**src/rtl/alu_slice_exec.sv**
```systemverilog
// alu_slice_exec: multi-cycle execute unit that processes operands SLICE bits
// per cycle, LSB slice first, with a registered carry between slices.
//
// Handshake: a transfer happens on a rising edge where valid && ready are both
// high. The producer holds valid and its payload steady until that edge. The
// consumer may raise or lower ready at any time. On the output side, out_valid,
// result, zero and illegal stay stable until the edge where out_ready is high.
module alu_slice_exec #(
    parameter int WIDTH = 32,
    parameter int SLICE = 8
) (
    input  logic             clk,
    input  logic             reset,
    input  logic             in_valid,
    output logic             in_ready,
    input  logic [3:0]       ctrl,
    input  logic [WIDTH-1:0] op_a,
    input  logic [WIDTH-1:0] op_b,
    output logic             out_valid,
    input  logic             out_ready,
    output logic [WIDTH-1:0] result,
    output logic             zero,
    output logic             illegal,
    output logic [1:0]       state_dbg
);

    localparam int N  = WIDTH / SLICE;
    localparam int CW = (N > 1) ? $clog2(N) : 1;
    localparam logic [CW-1:0] LAST = CW'(N - 1);

    localparam logic [3:0] OP_AND = 4'b0000;
    localparam logic [3:0] OP_OR  = 4'b0001;
    localparam logic [3:0] OP_ADD = 4'b0010;
    localparam logic [3:0] OP_SUB = 4'b0110;

    typedef enum logic [1:0] {
        IDLE = 2'd0,
        BUSY = 2'd1,
        DONE = 2'd2
    } state_t;

    state_t           state, state_next;
    logic [CW-1:0]    cnt;
    logic             carry_q;
    logic [3:0]       ctrl_q;
    logic [WIDTH-1:0] a_q, b_q;

    logic             ctrl_legal;
    logic [WIDTH-1:0] a_shift, b_shift;
    logic [SLICE-1:0] a_k, b_k, b_eff, slice_res;
    logic [SLICE:0]   sum_ext;
    logic [WIDTH-1:0] result_next;

    function automatic logic is_legal(input logic [3:0] c);
        return (c == OP_AND) || (c == OP_OR) || (c == OP_ADD) || (c == OP_SUB);
    endfunction

    assign ctrl_legal = is_legal(ctrl);
    assign in_ready   = (state == IDLE) && !reset;
    assign state_dbg  = state;

    // Slice datapath: select slice cnt of the latched operands and combine it.
    always_comb begin
        a_shift     = a_q >> (cnt * SLICE);
        b_shift     = b_q >> (cnt * SLICE);
        a_k         = a_shift[SLICE-1:0];
        b_k         = b_shift[SLICE-1:0];
        b_eff       = (ctrl_q == OP_SUB) ? ~b_k : b_k;
        sum_ext     = {1'b0, a_k} + {1'b0, b_eff} + {{SLICE{1'b0}}, carry_q};
        slice_res   = sum_ext[SLICE-1:0];
        if (ctrl_q == OP_AND) begin
            slice_res = a_k & b_k;
        end else if (ctrl_q == OP_OR) begin
            slice_res = a_k | b_k;
        end
        // Result register is cleared on accept, so OR-ing the slice in is a write.
        result_next = result | (WIDTH'(slice_res) << (cnt * SLICE));
    end

    // Next-state logic for the IDLE -> BUSY -> DONE sequence.
    always_comb begin
        state_next = state;
        case (state)
            IDLE:    if (in_valid) state_next = ctrl_legal ? BUSY : DONE;
            BUSY:    if (cnt == LAST) state_next = DONE;
            DONE:    if (out_ready) state_next = IDLE;
            default: state_next = IDLE;
        endcase
    end

    // State register.
    always_ff @(posedge clk) begin
        if (reset) begin
            state <= IDLE;
        end else begin
            state <= state_next;
        end
    end

    // Operand latches, slice counter, carry and registered outputs.
    always_ff @(posedge clk) begin
        if (reset) begin
            cnt       <= '0;
            carry_q   <= 1'b0;
            ctrl_q    <= '0;
            a_q       <= '0;
            b_q       <= '0;
            out_valid <= 1'b0;
            result    <= '0;
            zero      <= 1'b0;
            illegal   <= 1'b0;
        end else begin
            case (state)
                IDLE: begin
                    if (in_valid) begin
                        ctrl_q  <= ctrl;
                        a_q     <= op_a;
                        b_q     <= op_b;
                        result  <= '0;
                        cnt     <= '0;
                        carry_q <= (ctrl == OP_SUB);
                        if (ctrl_legal) begin
                            zero    <= 1'b0;
                            illegal <= 1'b0;
                        end else begin
                            // Illegal codes skip BUSY and report a zero result.
                            zero      <= 1'b1;
                            illegal   <= 1'b1;
                            out_valid <= 1'b1;
                        end
                    end
                end
                BUSY: begin
                    result  <= result_next;
                    carry_q <= sum_ext[SLICE];
                    if (cnt == LAST) begin
                        cnt       <= '0;
                        out_valid <= 1'b1;
                        zero      <= (result_next == '0);
                    end else begin
                        cnt <= cnt + 1'b1;
                    end
                end
                DONE: begin
                    if (out_ready) out_valid <= 1'b0;
                end
                default: ;
            endcase
        end
    end

endmodule
```
**config.mk**
```make
export PLATFORM = sky130hd
export DESIGN_NAME = alu_slice_exec
export DESIGN_NICKNAME = d
export VERILOG_FILES = /design/src/rtl/alu_slice_exec.sv
export SDC_FILE = /design/constraint.sdc
export NUM_CORES = 1
export LEC_CHECK = 0
export CAP_MARGIN = 20
export CORE_MARGIN = 1.5
export CORE_UTILIZATION = 54
export DETAILED_ROUTE_END_ITERATION = 16
export PLACE_DENSITY = 0.94
export SETUP_SLACK_MARGIN = 0.5
export SKIP_LAST_GASP = 1
export SLEW_MARGIN = 30
export SYNTH_ARGS = -nofsm -noshare
export SYNTH_HDL_FRONTEND = slang
export SYNTH_SLANG_ARGS = --single-unit
export TNS_END_PERCENT = 50
```
**constraint.sdc**
```tcl
create_clock -name clk -period 5.1 [get_ports clk]
set_input_delay 1.53 -clock clk [delete_from_list [all_inputs] [get_ports clk]]
set_output_delay 1.53 -clock clk [all_outputs]
set_load 0.02 [all_outputs]
```
Word-level counts from Yosys, hierarchy flattened

Index checks and enable logic that the tools add are counted.

Bitwise logic cells: 4
Reduce and logical (&&, ||, !) cells: 16
Eq/ne operators: 12
Add/subtract/negate cells: 3
Multiplexer cells: 24
Shift operators: 3

Operators by type and width:

| kind                 | number |
|---|---|
| $pmux W32 S2         | 1 |
| $shr A32 B5 Y8       | 2 |
| $logic_not A32 Y1    | 1 |
| $mux W32             | 1 |
| $or A32 B32 Y32      | 1 |
| $shl A8 B5 Y32       | 1 |
| $mux W8              | 3 |
| $mux W2              | 6 |
| $add A8 B8 Y9        | 1 |
| $add A9 B1 Y9        | 1 |
| $and A8 B8 Y8        | 1 |
| $eq A4 B1 Y1 const B | 2 |
| $eq A4 B3 Y1 const B | 2 |
| $logic_not A4 Y1     | 2 |
| $mux W1              | 8 |
| $ne A2 B2 Y1 const B | 4 |
| $not A8 Y8           | 1 |
| $or A8 B8 Y8         | 1 |
| $pmux W2 S3          | 1 |
| $reduce_and A3 Y1    | 2 |
| $reduce_and A5 Y1    | 1 |
| $eq A2 B2 Y1 const B | 2 |
| $eq A4 B2 Y1 const B | 1 |
| $pmux W1 S2          | 2 |
| 11 further kinds     | 14 |

Register bits after elaboration: 108
Word-level logic and storage cells: 72
Output and inout bits: 38

Depth between registers and ports, before layout

Depth after elaboration: 12
Gate-level depth with buffers: 15

Worst setup path before layout

OpenSTA, ideal clock, no wires.

Path type: input to output
Start: input port reset
End: output port in_ready
Arrival: 2.372 ns
Required time: 3.570 ns
Path slack: 1.198 ns
Cell stages on the path: 3
Path buffers: 2
Cell sequence: clkbuf_1 > clkbuf_1 > nor3_1

Cells in the longest elaborated chain, start to end: 2

Ends and longest elaborated chain:

| element             | RTL line | RTL |
|---|---|---|
| from (decl)         | 13       | `input logic reset,` |
| $logic_not A1 Y1    | 59       | `assign in_ready = (state == IDLE) && !reset;` |
| $logic_and A1 B1 Y1 | 59       |  |
| to (decl)           | 15       | `output logic in_ready,` |

Every way passes these cells.

Worst setup path in the final report

Start: register cnt[0]
End: register zero

Cells in the longest elaborated chain, start to end: 12

Ends and longest elaborated chain:

| element                | RTL line | RTL |
|---|---|---|
| from (decl)            | 43       | `logic [CW-1:0] cnt;` |
| from (signal assigned) | 141      | `cnt <= cnt + 1'b1;` |
| $shr A32 B5 Y8         | 65       | `b_shift = b_q >> (cnt * SLICE);` |
| $not A8 Y8             | 68       | `b_eff = (ctrl_q == OP_SUB) ? ~b_k : b_k;` |
| $mux W8                | 68       |  |
| $add A8 B8 Y9          | 69       | `sum_ext = {1'b0, a_k} + {1'b0, b_eff} + {{SLICE{1'b0}}, carry_q};` |
| $add A9 B1 Y9          | 69       |  |
| $mux W8                | 73       | `end else if (ctrl_q == OP_OR) begin` |
| $mux W8                | 71       | `if (ctrl_q == OP_AND) begin` |
| $shl A8 B5 Y32         | 77       | `result_next = result \| (WIDTH'(slice_res) << (cnt * SLICE));` |
| $or A32 B32 Y32        | 77       |  |
| $logic_not A32 Y1      | 139      | `zero <= (result_next == '0);` |
| $mux W1                | 136      | `if (cnt == LAST) begin` |
| $pmux W1 S2            | 113      | `case (state)` |
| to (signal assigned)   | 139      |  |
| to (decl)              | 22       | `output logic zero,` |

Several ways; a longest one is shown, not always the timed one. The select of a mux whose other input is x is not followed.
A chain may end at the register's enable or synchronous reset.

==> results.py <==
metrics = {
    "synthesis": {
        "netlist_area_um2": 4920,
        "synth_seq_cells": 108,
        "seq_area_frac_synth_pct": 43.9,
        "synth_nets": 668,
        "synth_cells": 586,
        "avgSynthCellArea_um2": 8.40,
        "yosysWarnings": 0,
        "async_reset_ff_share_pct": 0,
        "synthDistinctLibCells": 45,
        "synth_edf_count": 0,
        "synth_flop_cell": "dfxtp_1",
    },
    "routing": {
        "drtIter0Drc": 253,
        "drc": 0,
        "route.antenna.remaining_nets": 0,
        "drt_wl_total_um": 12700,
        "num_vias": 4529,
        "first_pass_iters": 5,
        "drt-vias-per-instance": 5.78,
        "detail_route.wl_per_cell_um": 16.2,
    },
    "power": {
        "pwr_density_cell_nw_per_um2": 285,
        "p_leak_nw": 2.31,
        "ir_drop_uv": 136,
    },
    "layout": {
        "area_delta_synth_final_pct": 27.0,
        "fillCellCount": 667,
        "final_cell_mix": "150 x nand2_1, 108 x dfxtp_1, 108 x clkdlybuf4s50_1, 84 x a21oi_1, 45 x nor2_1",
        "diodes": 0,
        "layout_commonest_cell": "nand2_1",
        "finalNonFillerCells": 784,
        "nNetsFinal": 753,
        "fin_util_pct": 71.3,
        "drive_above_1_share_pct": 7.99,
    },
    "worst_setup_path": {
        "endpoint_kind": "flip-flop",
        "startpoint_type": "flip-flop",
        "crit_fanout": 16,
        "max_stage_delay_ns": 0.68,
        "crit_arrival_ns": 4.47,
        "cpMaxStageDelayCell": "dfxtp_1",
        "crit_top_cell": "inv_1",
        "regToRegSetupSlack_ns": 0.91,
        "worstPathRequired_ns": 5.37,
        "worstSetupPathType": "flip-flop to flip-flop",
        "cp_cell_sequence": "buf_4, mux4_2, inv_1, fa_1, inv_1, fa_1, a21o_1, a21oi_1, xor2_1, a22oi_1, inv_1, a311o_1, a21oi_1, nor3_2",
    },
    "timing": {
        "setup_viol": 0,
        "hold_violations": 0,
        "fin_crit_sh_pct": 82.2,
        "setup_tns_ns": 0,
        "rsz0062_at_grt": "false",
        "clock.fmax_ghz": 0.238,
        "whs_ns": 0.459,
        "period_minus_slack_ns": 4.19,
        "maxSlewHeadroom_pct": 37.1,
        "skew_ns": 0.0163,
        "setup_slack_ns": 0.907,
        "tightestPinTransition_ns": 0.936,
        "final_max_slew_viol_count": 0,
    },
    "clocking": {
        "holdBufCountCts": 0,
        "cts_resized": 0,
        "clk_latency_ns": 0.38,
        "cts_tree": "yes",
        "cts.path.max_buffers": 2,
        "cts_max_level": 3,
        "clk_pin_slew_ns": 0.10,
        "cts_setup_buffers": 0,
        "cts_buffers": 9,
        "cts_sinks": 108,
        "clock-root-buffer": "clkbuf_8",
    },
    "place": {
        "numPortBuffers": 109,
        "place_congestion": 0.869,
        "dp_hpwl_um": 9270,
        "dp.cells": 767,
        "pre_cts_slack_ns": 0.979,
    },
    "global_route": {
        "antenna_found_initial": 0,
        "grt_overflow": 0,
        "grt_pass1_vias": 4399,
        "grt_max_degree": 111,
        "grt_pass1_wl_um": 20600,
        "track_usage_pct": 26.4,
    },
    "outcome": {
        "outcome": "complete, no violations",
    },
    "floorplanning": {
        "io-pin-count": 110,
        "coreArea_um2": 8760,
        "die-area_um2": 9690,
        "die_h_um": 98.5,
        "start_util_pct": 56.1,
        "die_x_um": 98.5,
        "rows": 34,
    },
    "hold_path": {
        "hp-class": "flip-flop to flip-flop",
    },
    "flow_run": {
        "cap_violations": 0,
    },
}
-- kinds of logic (layout without fill, tap and decap cells) --
kind of cell	after synthesis	after routing	share of synthesized area, %
and+or+nand+nor	240	240	20.7
DFF	108	108	43.9
AOI/OAI and AO/OA	144	144	17.6
muxes	16	16	7.32
adders and majority gates	17	17	4.37
xor gates and xnor gates	11	11	1.96
buffers and inverters	50	140	4.07
-- sequential cells by signal, indices dropped and copies added, names as in the netlist --
signal and count:
zero 1, carry_q 1, state_dbg 2, illegal 1, cnt 2, out_valid 1
b_q 32, ctrl_q 4, result 32, a_q 32
-- synthesized netlist by cell type, drive strengths merged (4+ instances only) --
library cell	number	area, µm²
nor2	46	173
mux4	16	360
and3	4	25.0
inv	7	26.3
buf	10	48.8
nand2	150	563
a21oi	84	420
xor2	8	70.1
maj3	7	75.1
nor4	10	62.6
dfxtp	108	2160
nor3	13	85.1
o21ai	8	40.0
ha	8	100
clkbuf	33	125
a22oi	33	248
-- through the flow --
stage               power [mW]  cell area (µm²)
detailed placement        1.29             6030
global placement          1.27             6030
CTS                       1.77             6220
global route              1.85             6250
finish                    1.78             6250
floorplan                 1.15             4920
-- area by class of cell --
type | count | area [µm²] | share of cell area (%)
Clock buffer | 11 | 141 | 2.26
Multi-Input combinational cell | 428 | 2570 | 41.1
Timing Repair Buffer | 117 | 1170 | 18.8
Tap cell | 108 | 135 | 2.16
Clock inverter | 5 | 45.0 | 0.721
Sequential cell | 108 | 2160 | 34.6
Inverter | 7 | 26.3 | 0.420
-- final timing paths --
path / startpoint / to / cells past startpoint
setup / recovery: cnt[0] / zero / 14
hold / removal: a_q[13] / a_q[13] / 2
setup reg to reg: cnt[0] / zero / 14
hold reg to reg: a_q[13] / a_q[13] / 2
-- worst max-delay path, delay by kind of cell, from the launching register on --
family                     cells  cell delay, ns
muxes                          1            0.56
adders and majority gates      2            0.62
buffers and inverters          4            0.63
xor gates and xnor gates       1            0.10
DFF                            1            0.68
AOI/OAI and AO/OA              5            1.44
and+or+nand+nor                1            0.06
-- power breakdown --
part           total, mW  switching (mW)  internal, mW
combinational      0.359           0.198         0.160
clock              0.500           0.302         0.198
sequential         0.920          0.0330         0.887
total               1.78           0.534          1.25
-- routing by layer --
layer / vias to the layer above / track usage (%) / wire length (µm)
met4: 0 / 11.4 / 418
li1: 2203 / - / -
met5: - / 0 / 0
met3: 30 / 5.18 / 773
met1: 2121 / 31.4 / 5260
met2: 175 / 46.5 / 6270
No activity file was read; power rests on OpenSTA's default activity.
